`config.mk`:
```
export PLATFORM = sky130hd
export DESIGN_NAME = fetch_ctrl
export DESIGN_NICKNAME = d
export VERILOG_FILES = /design/src/rtl/fetch_ctrl.sv
export SDC_FILE = /design/constraint.sdc
export NUM_CORES = 1
export LEC_CHECK = 0
export BUFFER_PORTS_ARGS = -buffer_cell sky130_fd_sc_hd__clkbuf_2
export CORE_MARGIN = 10
export CORE_UTILIZATION = 45
export DETAILED_ROUTE_END_ITERATION = 7
export HOLD_SLACK_MARGIN = 0.02
export PLACE_DENSITY_LB_ADDON = 0.2
export SKIP_CTS_REPAIR_TIMING = 1
export SYNTH_ARGS = -nofsm -noshare
export SYNTH_HDL_FRONTEND = slang
export SYNTH_SLANG_ARGS = --single-unit
export TNS_END_PERCENT = 50
```
`constraint.sdc`:
```
create_clock -name clk -period 3.9 [get_ports clk]
set_input_delay 0.39 -clock clk [delete_from_list [all_inputs] [get_ports clk]]
set_output_delay 0.39 -clock clk [all_outputs]
set_load 0.05 [all_outputs]
```
`src/rtl/fetch_ctrl.sv`:
```
// Instruction-fetch sequencer: owns the PC, fetches words over a req/ack handshake,
// and holds each word on a valid/ready interface until the consumer accepts it.
module fetch_ctrl #(
  parameter logic [31:0] RESET_PC = 32'h0000_0000,
  parameter logic [31:0] HALT_PC  = 32'h0000_007C,
  parameter int unsigned DEPTH    = 30,
  parameter int unsigned TIMEOUT  = 16
) (
  input  logic        clk,
  input  logic        rst_n,
  input  logic        start,
  output logic        im_req,
  output logic [31:0] im_pc,
  input  logic        im_ack,
  input  logic [31:0] im_data,
  output logic [31:0] inst,
  output logic [31:0] inst_pc,
  output logic        inst_valid,
  input  logic        inst_ready,
  input  logic        redirect,
  input  logic [31:0] redirect_pc,
  output logic        halted,
  output logic        err,
  output logic [15:0] retired
);

  typedef enum logic [1:0] {
    S_IDLE,
    S_FETCH,
    S_HOLD,
    S_HALT
  } state_e;

  localparam logic [31:0] PC_LIMIT = 32'(DEPTH * 4);
  localparam logic [15:0] TMO_LAST = 16'(TIMEOUT - 1);

  state_e      state_q, state_d;
  logic [31:0] pc_q, pc_d;
  logic [31:0] inst_q, inst_d;
  logic [31:0] inst_pc_q, inst_pc_d;
  logic        err_q, err_d;
  logic [15:0] retired_q, retired_d;
  logic [15:0] tmo_q, tmo_d;
  logic [31:0] next_pc;

  always_ff @(posedge clk) begin
    if (!rst_n) begin
      state_q   <= S_IDLE;
      pc_q      <= RESET_PC;
      inst_q    <= '0;
      inst_pc_q <= '0;
      err_q     <= 1'b0;
      retired_q <= '0;
      tmo_q     <= '0;
    end else begin
      state_q   <= state_d;
      pc_q      <= pc_d;
      inst_q    <= inst_d;
      inst_pc_q <= inst_pc_d;
      err_q     <= err_d;
      retired_q <= retired_d;
      tmo_q     <= tmo_d;
    end
  end

  always_comb begin
    state_d   = state_q;
    pc_d      = pc_q;
    inst_d    = inst_q;
    inst_pc_d = inst_pc_q;
    err_d     = err_q;
    retired_d = retired_q;
    tmo_d     = tmo_q;
    next_pc   = redirect ? (redirect_pc & ~32'h0000_0003) : (inst_pc_q + 32'd4);

    case (state_q)
      S_IDLE, S_HALT: begin
        if (start) begin
          state_d   = S_FETCH;
          pc_d      = RESET_PC;
          retired_d = '0;
          err_d     = 1'b0;
          tmo_d     = '0;
        end
      end
      S_FETCH: begin
        if (im_ack) begin
          inst_d    = im_data;
          inst_pc_d = pc_q;
          state_d   = S_HOLD;
        end else if (tmo_q == TMO_LAST) begin
          state_d = S_HALT;
          err_d   = 1'b1;
        end else begin
          tmo_d = tmo_q + 16'd1;
        end
      end
      S_HOLD: begin
        if (inst_ready) begin
          if (retired_q != '1) retired_d = retired_q + 16'd1;
          // pc takes the target even when halting so the EXIT/offending address stays visible
          pc_d = next_pc;
          if (next_pc == HALT_PC) begin
            state_d = S_HALT;
            err_d   = 1'b0;
          end else if (next_pc >= PC_LIMIT) begin
            state_d = S_HALT;
            err_d   = 1'b1;
          end else begin
            state_d = S_FETCH;
            tmo_d   = '0;
          end
        end
      end
      default: state_d = S_IDLE;
    endcase
  end

  assign im_req     = (state_q == S_FETCH);
  assign im_pc      = pc_q;
  assign inst       = inst_q;
  assign inst_pc    = inst_pc_q;
  assign inst_valid = (state_q == S_HOLD);
  assign halted     = (state_q == S_HALT);
  assign err        = err_q;
  assign retired    = retired_q;

endmodule

```
==> results.md <==
* Clk slew on worst S/H paths at roughly 0.06 ns
* Critical path data arrival time at 3.99 ns
* DP HPWL at between 10000 and 15000 um
* H-tree depth at 4
* Met2 usage in global routing at 31.9%
* Total nets after synthesis at 883
* Final setup slack of the worst path at 0.262 ns
* Fillers at 1331
* Normalized max-slew margin at roughly 28%
* Worst hold slack at 0.188 ns
* Count of nets left with antenna violations after detail routing at 0
* TritonCTS Buffers at 17
* Post-detailed-route DRC marker count at 0
* Total Negative Setup Slacks at 0 ns
* Per-cell via count in the routed design at 5.42
* Leakage at approximately 3.3 nW
* Fin crit share at between 90% and 100%
* Leading cell type in the layout, fill and taps excluded: nand2_1
* Number of synthesized register bits at between 100 and 150
* Total power of the final layout at around 3.8 mW
* Avg Cell Area, Syn at 7.97 um^2
* Category of the worst setup path launch point: flip-flop
* Met1 usage in global routing at 24.2%
* Setup violations, final at 0
* Final number of max-transition violations at 0
* Post-synth EDFFs at 0
* Clk sink count at 131
* Biggest fanout along the worst timing path at 19
* Buffer levels on the longest clock path at 2
* Post-synthesis cell type count at 53
* Clock root buffer: clkbuf_16
* Vias at 6430
* FFs w/ async S/R, synth at 0%
* Total gr overflow at 0
* Maximum clock skew at final layout at ~0.013 ns
* Result of the run: finished clean
* Full die area at 0.0195 mm^2
* Height of the die at 140 um
* GR peak layer: met2
* Antenna violations before repair at 0
* I/O pin total at 186
* Number of hold-slack violations in the final timing report at 0
* Pwr dens at 463 mW/mm^2
* Pin slew with the least headroom to its limit at 1.08 ns
* Synth warnings at 0
* Diodes inserted at 0
* Synth Instances at between 800 and 900
* Combined global-route utilization of all metal layers at 20.0%
* Max Fclk at ~0.27 GHz
* Total standard cell area after synthesis at around 0.0064 mm^2
* Synthesis-to-finish area growth at 28.3%
* Worst setup slack before clock tree synthesis at 0.238 ns
* Largest net degree at the start of global routing at 45
* Global-route wire length before repair at 32400 um
* Max-capacitance violation count at 0
* Share of post-route cells with drive strength above 1 at a little over a quarter
* Commonest register cell after synthesis: dfxtp_1
* Leading cell types in the layout, fill and taps excluded: 188 x nand2_1, 183 x clkbuf_2, 131 x dfxtp_1, 71 x a21boi_0, 37 x nor2_1
* Number of standard-cell rows in the floorplan at between 40 and 50
* Worst hold path type: input port to flip-flop
* Critical Path Source: inst_pc[2]$_SDFFE_PN0P_
* First-iteration detailed-routing DRC count at about 430
* Final routed wire length divided by cell count at 17.1 um
* Routed wire length at 20300 um
* Die width at 140 um
* Instance area after placement at 0.00762 mm^2
* Worst setup EP type: flip-flop
* Post-Layout Inst Area at 0.00826 mm^2
* Shortest period the worst path allows at 3.64 ns
* Portion of the post-synthesis area used by sequential elements at ~41%
* Worst vdd ir at 0.352 mV
* Number of global-route vias before repair at 6087
* Port Buffer Count at 183
* Net count of the finished layout at 1070
* Total core area at between 0.01 and 0.015 mm^2
* WS Path Type: flip-flop to flip-flop
* Starting density of the core at a little under half
* Worst r2r src: inst_pc[2]$_SDFFE_PN0P_
* Met3 Track Usage GR at ~9.1%
* Setup repair after global routing missed its margin: no
* CTS tree: built
* Hold Crit Start: im_data[18]
* Weighted congestion reported at the end of routability-driven placement at 0.871
* Required time worst endpoint at 4.25 ns
* TritonRoute pass-1 iters at 5
* Later-pin clock latency in the skew report at 0.42 ns
-- Yosys cell counts (14+ instances only) --
cell type / number / area share (%)
clkbuf_1: 39 / 2.3
nor2b_1: 20 / 1.9
o31ai_1: 16 / 1.9
a21boi_0: 71 / 8.3
nand4_1: 14 / 1.4
or4_1: 15 / 1.7
nand3_1: 27 / 2.1
and2_1: 14 / 1.4
nand2_1: 189 / 11
dfxtp_1: 131 / 41
o21ai_0: 33 / 2.6
a21oi_1: 18 / 1.4
nor2_1: 37 / 2.2
a22oi_1: 14 / 1.6
-- per-stage QoR --
stage	cells	utilization (%)
after floorplan	807	-
after global placement	1154	54.7
after detailed placement	1154	54.7
after CTS	1186	59.1
after global routing	1187	59.3
final	1187	59.3
-- flip-flops by register name, indices dropped and copies added (netlist names) --
register,count
tmo_q,16
retired,16
err,1
inst_pc,32
inst,32
state_q,2
im_pc,32
-- power by group --
part           total (mW)  internal [mW]  switching, mW
Clock                1.64           1.01          0.628
Combinational       0.759          0.199          0.560
Sequential           1.43           1.39         0.0346
-- critical path, stage by stage, from the launching register on --
cell	delay (ns)
dfxtp_1	0.33
ha_1	0.23
nand4_1	0.27
or4_1	0.61
o21a_1	0.18
o31ai_1	0.45
nand3_1	0.21
nor4b_2	0.36
a21oi_4	0.19
or4_1	0.54
a21oi_1	0.17
-- worst paths after layout --
path                                               end  slack [ns]  depth (start not counted)
worst max-delay path            tmo_q[15]$_SDFFE_PN0P_        0.26                         10
worst min register to register   inst[21]$_SDFFE_PN0P_        0.46                          2
worst max register to register  tmo_q[15]$_SDFFE_PN0P_        0.26                         10
worst min-delay path             inst[18]$_SDFFE_PN0P_        0.19                          3
-- per-layer routing --
metal | share of wire [%] | vias up | wire, um
met5 | 0 | - | 0
met4 | 0.85 | 0 | 172
met3 | 9.7 | 10 | 1980
met2 | 46 | 227 | 9400
met1 | 43 | 2974 | 8740
li1 | - | 3219 | -
-- logic make-up after synthesis --
| logic type | synth area share, % |
|---|---|
| compound gates | 21.0 |
| flops | 40.8 |
| simple gates | 29.5 |
| fa+ha+maj | 1.17 |
| mux | 0.661 |
| xor+xnor | 3.27 |
| buf+inv | 3.67 |
-- area by class of cell --
| type | instances | area [um^2] | share of cell area [%] |
|---|---|---|---|
| inverters | 11 | 41.3 | 0.500 |
| clock buffers | 17 | 425 | 5.15 |
| multi-input cells | 617 | 3600 | 43.6 |
| clock inverters | 15 | 181 | 2.20 |
| repair buffers | 216 | 1160 | 14.1 |
| well taps | 180 | 225 | 2.73 |
| flip-flops and latches | 131 | 2620 | 31.8 |
Power figures use the tool's default switching activity.
